### config.mk
export PLATFORM = sky130hd
export DESIGN_NAME = attempt_lockout_ctrl_flat
export DESIGN_NICKNAME = d
export VERILOG_FILES = /design/src/rtl/attempt_lockout_if.sv /design/src/rtl/attempt_lockout_ctrl.sv /design/src/flat_wrapper.sv
export SDC_FILE = /design/constraint.sdc
export NUM_CORES = 1
export LEC_CHECK = 0
export CAP_MARGIN = 25
export CORE_UTILIZATION = 40
export CTS_CLUSTER_SIZE = 40
export DETAILED_ROUTE_END_ITERATION = 10
export GPL_ROUTABILITY_DRIVEN = 0
export GPL_TIMING_DRIVEN = 1
export PLACE_DENSITY = 0.63
export SYNTH_ARGS = -nofsm -noshare
export SYNTH_HDL_FRONTEND = slang
export SYNTH_SLANG_ARGS = --single-unit
### constraint.sdc
create_clock -name clk -period 3.2 [get_ports clk]
set_input_delay 0.32 -clock clk [delete_from_list [all_inputs] [get_ports clk]]
set_output_delay 0.32 -clock clk [all_outputs]
set_load 0.05 [all_outputs]
### src/rtl/attempt_lockout_if.sv
//------------------------------------------------------------------------------
// Module      : attempt_lockout_if
// Description : Key/comparator side and indicator side signals of the
//               safebox attempt-lockout controller.
// Revision    : 1.0 - initial release
//------------------------------------------------------------------------------
`default_nettype none

interface attempt_lockout_if;
  logic       try_open;
  logic       pw_match;
  logic       close_req;
  logic       opened;
  logic       locked;
  logic       alarm;
  logic [1:0] fail_cnt;
  logic       clean_entry;

  // Driver of key pulses / comparator result (keypad side).
  modport master (
    output try_open, pw_match, close_req,
    input  opened, locked, alarm, fail_cnt, clean_entry
  );

  // The controller itself.
  modport slave (
    input  try_open, pw_match, close_req,
    output opened, locked, alarm, fail_cnt, clean_entry
  );
endinterface

`default_nettype wire

### src/rtl/attempt_lockout_ctrl.sv
//------------------------------------------------------------------------------
// Module      : attempt_lockout_ctrl
// Description : Judges open requests against the password match flag, counts
//               consecutive failures, drives a timed alarm and enforces a
//               timed lockout after MAX_FAILS failures.
//               Optional macro LOCKOUT_ESCALATE_EN: each lockout doubles the
//               previous duration (up to x8) until the next successful open.
// Revision    : 1.0 - initial release
//------------------------------------------------------------------------------
`default_nettype none

module attempt_lockout_ctrl #(
  parameter int TICK_CYCLES = 50000,
  parameter int MAX_FAILS   = 3,
  parameter int ALARM_TICKS = 3000,
  parameter int LOCK_TICKS  = 10000
) (
  input  logic               clk,
  input  logic               rst,
  attempt_lockout_if.slave   bus
);

  // Timer widths cover the longest escalated lockout as well as the alarm.
  localparam int LOCK_MAX = LOCK_TICKS << 3;
  localparam int TW       = $clog2(((LOCK_MAX > ALARM_TICKS) ? LOCK_MAX : ALARM_TICKS) + 1);
  localparam int PW       = (TICK_CYCLES > 1) ? $clog2(TICK_CYCLES) : 1;

  localparam logic [PW-1:0] PRESC_LAST = PW'(TICK_CYCLES - 1);
  localparam logic [TW-1:0] ALARM_LOAD = TW'(ALARM_TICKS);
  localparam logic [TW-1:0] LOCK_BASE  = TW'(LOCK_TICKS);
  localparam logic [TW-1:0] CNT_ONE    = TW'(1);
  localparam logic [1:0]    FAIL_LIMIT = 2'(MAX_FAILS);

  typedef enum logic [1:0] {
    CLOSED  = 2'd0,
    OPEN    = 2'd1,
    LOCKOUT = 2'd2
  } state_t;

  state_t        state;
  logic          opened;
  logic          locked;
  logic          alarm;
  logic [1:0]    fail_cnt;
  logic          clean_entry;

  logic [TW-1:0] alarm_cnt;
  logic [PW-1:0] alarm_presc;
  logic [TW-1:0] lock_cnt;
  logic [PW-1:0] lock_presc;
  logic [TW-1:0] lock_ticks;

  logic          try_good;
  logic          try_bad;
  logic          lock_enter;
  logic          alarm_tick;
  logic          lock_tick;
  logic          lock_expire;

  // Attempts are only judged while closed; lockout and open ignore pw_match.
  assign try_good    = (state == CLOSED) &&  bus.try_open &&  bus.pw_match;
  assign try_bad     = (state == CLOSED) &&  bus.try_open && !bus.pw_match;
  assign lock_enter  = try_bad && ((fail_cnt + 2'd1) == FAIL_LIMIT);
  assign alarm_tick  = (alarm_presc == PRESC_LAST);
  assign lock_tick   = (lock_presc == PRESC_LAST);
  assign lock_expire = (state == LOCKOUT) && (lock_cnt == CNT_ONE) && lock_tick;

`ifdef LOCKOUT_ESCALATE_EN
  logic [1:0] lock_level;

  // Escalation level survives lockout exit; only a good open resets it.
  always_ff @(posedge clk or posedge rst) begin
    if (rst) begin
      lock_level <= 2'd0;
    end else if (try_good) begin
      lock_level <= 2'd0;
    end else if (lock_enter && (lock_level != 2'd3)) begin
      lock_level <= lock_level + 2'd1;
    end
  end

  assign lock_ticks = LOCK_BASE << lock_level;
`else
  assign lock_ticks = LOCK_BASE;
`endif

  // Attempt sequencer: state, open/locked flags, failure count, entry clear.
  always_ff @(posedge clk or posedge rst) begin
    if (rst) begin
      state       <= CLOSED;
      opened      <= 1'b0;
      locked      <= 1'b0;
      fail_cnt    <= 2'd0;
      clean_entry <= 1'b0;
    end else begin
      clean_entry <= 1'b0;
      case (state)
        CLOSED: begin
          if (bus.try_open) begin
            clean_entry <= 1'b1;
            if (bus.pw_match) begin
              state    <= OPEN;
              opened   <= 1'b1;
              fail_cnt <= 2'd0;
            end else if (lock_enter) begin
              state    <= LOCKOUT;
              locked   <= 1'b1;
              fail_cnt <= FAIL_LIMIT;
            end else begin
              fail_cnt <= fail_cnt + 2'd1;
            end
          end
        end
        OPEN: begin
          // Key toggle and close request collapse into one close event.
          if (bus.try_open || bus.close_req) begin
            state       <= CLOSED;
            opened      <= 1'b0;
            clean_entry <= 1'b1;
          end
        end
        LOCKOUT: begin
          if (lock_expire) begin
            state    <= CLOSED;
            locked   <= 1'b0;
            fail_cnt <= 2'd0;
          end
        end
        default: begin
          state    <= CLOSED;
          opened   <= 1'b0;
          locked   <= 1'b0;
          fail_cnt <= 2'd0;
        end
      endcase
    end
  end

  // Alarm window: reloaded by every failure, cancelled by a good open.
  always_ff @(posedge clk or posedge rst) begin
    if (rst) begin
      alarm       <= 1'b0;
      alarm_cnt   <= '0;
      alarm_presc <= '0;
    end else if (try_good) begin
      alarm       <= 1'b0;
      alarm_cnt   <= '0;
      alarm_presc <= '0;
    end else if (try_bad) begin
      alarm       <= 1'b1;
      alarm_cnt   <= ALARM_LOAD;
      alarm_presc <= '0;
    end else if (alarm_cnt != '0) begin
      if (alarm_tick) begin
        alarm_presc <= '0;
        alarm_cnt   <= alarm_cnt - CNT_ONE;
        if (alarm_cnt == CNT_ONE) begin
          alarm <= 1'b0;
        end
      end else begin
        alarm_presc <= alarm_presc + 1'b1;
      end
    end
  end

  // Lockout window: loaded on lockout entry, its expiry releases the FSM.
  always_ff @(posedge clk or posedge rst) begin
    if (rst) begin
      lock_cnt   <= '0;
      lock_presc <= '0;
    end else if (lock_enter) begin
      lock_cnt   <= lock_ticks;
      lock_presc <= '0;
    end else if (lock_cnt != '0) begin
      if (lock_tick) begin
        lock_presc <= '0;
        lock_cnt   <= lock_cnt - CNT_ONE;
      end else begin
        lock_presc <= lock_presc + 1'b1;
      end
    end
  end

  assign bus.opened      = opened;
  assign bus.locked      = locked;
  assign bus.alarm       = alarm;
  assign bus.fail_cnt    = fail_cnt;
  assign bus.clean_entry = clean_entry;

endmodule

`default_nettype wire

### src/flat_wrapper.sv
// flat-port wrapper written by rule: the top's interface ports become plain ports
module attempt_lockout_ctrl_flat 
#(
  parameter int TICK_CYCLES = 50000,
  parameter int MAX_FAILS   = 3,
  parameter int ALARM_TICKS = 3000,
  parameter int LOCK_TICKS  = 10000
)
  (clk, rst, bus_try_open, bus_pw_match, bus_close_req, bus_opened, bus_locked, bus_alarm, bus_fail_cnt, bus_clean_entry);
  attempt_lockout_if bus_i ();
  input  logic clk;
  input  logic rst;
  input wire logic [$bits(bus_i.try_open)-1:0] bus_try_open;
  input wire logic [$bits(bus_i.pw_match)-1:0] bus_pw_match;
  input wire logic [$bits(bus_i.close_req)-1:0] bus_close_req;
  output wire logic [$bits(bus_i.opened)-1:0] bus_opened;
  output wire logic [$bits(bus_i.locked)-1:0] bus_locked;
  output wire logic [$bits(bus_i.alarm)-1:0] bus_alarm;
  output wire logic [$bits(bus_i.fail_cnt)-1:0] bus_fail_cnt;
  output wire logic [$bits(bus_i.clean_entry)-1:0] bus_clean_entry;
  assign bus_i.try_open = bus_try_open;
  assign bus_i.pw_match = bus_pw_match;
  assign bus_i.close_req = bus_close_req;
  assign bus_opened = bus_i.opened;
  assign bus_locked = bus_i.locked;
  assign bus_alarm = bus_i.alarm;
  assign bus_fail_cnt = bus_i.fail_cnt;
  assign bus_clean_entry = bus_i.clean_entry;
  attempt_lockout_ctrl #(.TICK_CYCLES(TICK_CYCLES), .MAX_FAILS(MAX_FAILS), .ALARM_TICKS(ALARM_TICKS), .LOCK_TICKS(LOCK_TICKS)) u_core (.clk(clk), .rst(rst), .bus(bus_i));
endmodule
Word-level counts from Yosys, hierarchy flattened
Cells that the tools add are included.
W data, S select, Z words.
{"block": "word_totals", "register_bits": 74, "input_bits": 5, "out_inout_bits": 6, "word_cells": 95}
{"block": "classes", "n_addsub": 5, "n_eq_ne": 14, "mux": 41, "bitwise": 2, "n_reduce_logical": 23}
{"cell": "$mux W17", "n": 7}
{"cell": "$mux W16", "n": 7}
{"cell": "$eq A17 B1 Y1 const B", "n": 2}
{"cell": "$reduce_bool A17 Y1", "n": 2}
{"cell": "$sub A17 B1 Y17 const B", "n": 2}
{"cell": "$add A16 B1 Y16 const B", "n": 2}
{"cell": "$eq A16 B16 Y1 const B", "n": 2}
{"cell": "$mux W2", "n": 8}
{"cell": "$mux W1", "n": 14}
{"cell": "$pmux W2 S3", "n": 2}
{"cell": "$reduce_bool A3 Y1", "n": 3}
{"cell": "$reduce_and A4 Y1", "n": 2}
{"cell": "$logic_and A1 B1 Y1", "n": 6}
{"cell": "$ne A2 B1 Y1 const B", "n": 3}
{"cell": "$ne A2 B2 Y1 const B", "n": 3}
{"cell": "$pmux W1 S3", "n": 2}
{"cell": "$reduce_and A3 Y1", "n": 2}
{"cell": "$reduce_and A5 Y1", "n": 1}
{"cell": "$eq A2 B2 Y1 const B", "n": 2}
{"cell": "$reduce_and A2 Y1", "n": 2}
{"cell": "$reduce_bool A2 Y1", "n": 2}
{"cell": "$ne A3 B2 Y1 const B", "n": 1}
{"cell": "$add A2 B1 Y2 const B", "n": 1}
{"cell": "$eq A2 B1 Y1 const B", "n": 1}
{"cell": "other kinds (5)", "n": 6}

Longest topological paths before layout
{"block": "depth", "word_depth": 8, "depth_mapped": 9, "ltp_nobuf": 7}

Worst setup path after synthesis
No wires, ideal clock.
{"block": "synth_path", "path_type": "register to register", "from": "register u_core.lock_presc[12]", "to": "register u_core.fail_cnt[0] (netlist: u_core.bus.fail_cnt[0])", "setup_time_ps": 128, "arrival_time_ps": 2395, "required_time_ps": 3072, "setup_slack_ps": 677, "path_stages_with_launch": 6, "n_path_buf": 0, "synth_period_minus_slack_ps": 2523, "path_cell_list": "dfrtp_1 or4_4 nor4_4 or4b_4 a31oi_4 mux2_1"}
{"block": "synth_via", "elab_chain_len": 4}
{"element": "start: declaration", "line_no": "attempt_lockout_ctrl.sv:50", "source": "logic [PW-1:0] lock_presc;"}
{"element": "start signal: assignment", "line_no": "attempt_lockout_ctrl.sv:179", "source": "lock_presc <= lock_presc + 1'b1;"}
{"element": "$eq A16 B16 Y1", "line_no": "attempt_lockout_ctrl.sv:65", "source": "assign lock_tick = (lock_presc == PRESC_LAST);"}
{"element": "$logic_and A1 B1 Y1", "line_no": "attempt_lockout_ctrl.sv:66", "source": "assign lock_expire = (state == LOCKOUT) && (lock_cnt == CNT_ONE) && lock_tick;"}
{"element": "$ne A2 B1 Y1 (no line)"}
{"element": "$reduce_and A3 Y1 (no line)"}
{"element": "end signal: assignment", "line_no": "attempt_lockout_ctrl.sv:110", "source": "fail_cnt <= fail_cnt + 2'd1;"}
{"element": "end: declaration", "line_no": "attempt_lockout_ctrl.sv:44", "source": "logic [1:0] fail_cnt;"}
No other way between the ends.
A chain may end at the register's enable or synchronous reset.

Worst setup path after layout
{"block": "layout_path", "from": "register u_core.alarm_cnt[11]", "to": "register u_core.alarm_cnt[13]"}
{"block": "layout_via", "elab_chain_len": 5, "elab_cells_between_ends": 8, "cone_classes": "1 x add/sub; 4 x mux; 3 x reduce/logical"}
{"element": "start: declaration", "line_no": "attempt_lockout_ctrl.sv:47", "source": "logic [TW-1:0] alarm_cnt;"}
{"element": "start signal: assignment", "line_no": "attempt_lockout_ctrl.sv:156", "source": "alarm_cnt <= alarm_cnt - CNT_ONE;"}
{"element": "$sub A17 B1 Y17", "line_no": "attempt_lockout_ctrl.sv:156"}
{"element": "$mux W17", "line_no": "attempt_lockout_ctrl.sv:154", "source": "if (alarm_tick) begin"}
{"element": "$mux W17", "line_no": "attempt_lockout_ctrl.sv:153", "source": "end else if (alarm_cnt != '0) begin"}
{"element": "$mux W17", "line_no": "attempt_lockout_ctrl.sv:149", "source": "end else if (try_bad) begin"}
{"element": "$mux W17", "line_no": "attempt_lockout_ctrl.sv:145", "source": "end else if (try_good) begin"}
Parallel ways exist; a longest one is shown, timed or not. The select of a mux whose other input is x is not followed.

==> flow_summary.json <==
{
  "status": "complete, no violations",
  "max-slew-margin-rel_pct": 33.66,
  "vdd_drop_max_mv": 0.2083,
  "max_freq_ghz": 0.3695,
  "ys_seq_area_share_pct": 43.84,
  "cts_resized": 0,
  "viasPerCell": 5.932,
  "cp.required_ns": 3.49,
  "wl_met1_mm": 4.524,
  "htree_levels": 3,
  "ys.flop_type": "dfrtp_1",
  "drtIter0Drc": 173,
  "rr_startpoint": "u_core.alarm_cnt[11]",
  "io_pins": 11,
  "syn-instance-count": 468,
  "top_layer": "met4",
  "reg2reg_depth": 6,
  "overflow": 0,
  "tns_ns": 0,
  "core_area_um2": 10280,
  "clockBufferDepth": 2,
  "cts_sinks": 74,
  "hp-class": "in -> async",
  "ys_warn_count": 0,
  "p_leak_nw": 1.981,
  "rsz0062_at_grt": "false",
  "wire_per_inst_um": 15.29,
  "power_frac_seq_pct": 51.2,
  "path_clk_slew_ns": 0.09,
  "antenna_found_initial": 0,
  "path_cells": "or4_1, or3_1, or3_1, buf_4, a31oi_1, a31o_2",
  "grt_first_pass_wirelength_mm": 16.66,
  "netSwitchingFraction_pct": 20.88,
  "tightest_slew_ns": 0.9915,
  "crit_family": "simple AND/OR/NAND/NOR gates",
  "power_frac_comb_pct": 1.9,
  "clockRootBuffer": "clkbuf_8",
  "grt_max_degree": 29,
  "crit_slowest_cell": "or4_1",
  "clkPwrFrac_pct": 46.9,
  "wl_met2_mm": 4.549,
  "drv_cap": 0,
  "n_antenna_cell": 0,
  "setup_violations": 0,
  "critical_path.max_stage_delay_ns": 0.58,
  "end_kind": "register",
  "drive_gt1_share_pct": 10.33,
  "synth-async-reset-ratio_pct": 100.0,
  "clkLatencyLatePin_ns": 0.35,
  "finalHoldViolCount": 0,
  "cts_made_buffers": 9,
  "port_buffers": 10,
  "synth_edf_count": 0,
  "initial_core_util_pct": 41.10,
  "vias": 3678,
  "cp_max_fo": 13,
  "nNetsFinal": 493,
  "die_y_um": 104.8,
  "first_pass_iters": 5,
  "final_common_cell": "dfrtp_1",
  "grt_pass1_vias": 3558,
  "die-area_um2": 10970,
  "yosysUniqueCellTypes": 56,
  "cts_setup_buffers": 0,
  "grtUsageTotal_pct": 18.29,
  "critPathKind": "reg -> reg",
  "timing.final.crit_share_pct": 84.58,
  "slew_violations": 0,
  "cts_tree": "built",
  "period_needed_ns": 2.707,
  "cp_data_arrival_time_ns": 2.99,
  "drc": 0,
  "final_cell_mix": "dfrtp_1, o21ai_0, nand3_1",
  "cp-start-kind": "register",
  "antenna_left": 0,
  "syn_nets": 482,
  "avgSynthCellArea_um2": 9.026,
  "whs_ns": 0.3238,
  "ys_ff_latch": 74,
  "r2r-end": "u_core.alarm_cnt[13]",
  "path_buf_inv": 1,
  "die_x_um": 104.8,
  "skew_ns": 0.01046,
  "pwr_density_cell_nw_per_um2": 386.1,
  "syn_area_um2": 4224,
  "p_switching_w": 0.0003814,
  "hold_buffers": 0,
  "place.detailed.hpwl_mm": 6.455,
  "std_cell_rows": 37,
  "cp-startpoint": "u_core.alarm_cnt[11]",
  "syn2layout_area_growth_pct": 12.03,
  "cp_common_cell": "or3_1",
  "wl_met3_um": 312,
  "intPower_w": 0.001445,
  "drt_wl_total_mm": 9.481,
  "r2r_setup_slack_ns": 0.49
}
[synth_stat cells, types with 9 or more instances]
cell type,instances,area share (%)
a22o_1,13,2.7
dfrtp_1,74,44
or3_1,28,4.1
nor3_1,20,2.4
nor2_1,30,2.7
nand2_1,24,2.1
o21ai_0,40,4.7
a21oi_1,32,3.8
o31ai_1,22,3.9
or4_1,18,3.2
nand3_1,34,4.0
clkbuf_1,16,1.4
inv_1,18,1.6
ha_1,9,2.7
[worst reg2reg max path, delay by kind of cell, from the launching register on]
kind | cells | cell delay, ns
AND/OR/NAND/NOR | 3 | 1.62
flip-flops | 1 | 0.44
AO/OA/AOI/OAI | 2 | 0.32
buffers and inverters | 1 | 0.26
[kinds of logic after synthesis]
group | count (synthesis) | share of synthesized area (%)
AOI/OAI and AO/OA | 131 | 20.05
xor gates and xnor gates | 3 | 0.6222
adders and majority gates | 9 | 2.666
buffers and inverters | 42 | 4.206
DFF | 74 | 43.84
muxes | 3 | 0.7405
and+or+nand+nor | 206 | 27.87
[routing by layer]
layer / GRT usage, % / up-vias
met3: 4.180 / 11
met1: 24.36 / 1811
li1: - / 1792
met4: 4.930 / 0
met5: 0 / -
met2: 29.90 / 64
[through the flow]
stage               cell area, um^2  setup WS (ns)  total power (W)  std cells  util (%)
floorplan                      4224         0.6771        0.0009726        468         -
global placement               4487         0.3924        0.0009890        603     43.66
detailed placement             4487         0.3028        0.0009894        603     43.66
CTS                            4725         0.3466         0.001849        619     45.97
global route                   4732         0.2636         0.001885        620     46.04
finish                         4732         0.4934         0.001827        620     46.04
[state kept, by name, summed over array words and instances, names as in the netlist]
name                    flops
u_core.bus.alarm            1
u_core.bus.locked           1
u_core.state                2
u_core.lock_presc          16
u_core.bus.clean_entry      1
u_core.bus.opened           1
u_core.bus.fail_cnt         2
u_core.alarm_presc         16
u_core.alarm_cnt           17
u_core.lock_cnt            17
[power groups by stage]
stage	combinational, W	clock [W]	sequential [W]
5_1_grt	0.0000392	0.000911	0.000935
2_1_floorplan	0.0000164	0	0.000956
3_5_place_dp	0.0000357	0	0.000954
3_3_place_gp	0.0000352	0	0.000954
6_report	0.0000340	0.000858	0.000935
4_1_cts	0.0000357	0.000878	0.000935
[final cells by class]
class,count,area (um^2)
Tap cell,136,170.2
Clock inverter,4,72.57
Timing Repair Buffer,24,205.2
Clock buffer,12,165.2
Fill cell,991,5545
Inverter,18,67.56
Multi-Input combinational cell,352,2200
Sequential cell,74,1852
[worst max path at each step]
stage	endpoint	slack [ns]	depth (start not counted)
6_report	u_core.alarm_cnt[13]	0.49	6
5_1_grt	u_core.alarm_cnt[0]	0.26	5
4_1_cts	u_core.lock_cnt[6]	0.35	6
3_5_place_dp	u_core.lock_cnt[6]	0.30	7
3_3_place_gp	u_core.lock_cnt[6]	0.39	7
2_1_floorplan	u_core.bus.fail_cnt[0]	0.68	5
No activity file was read; power rests on OpenSTA's default activity.
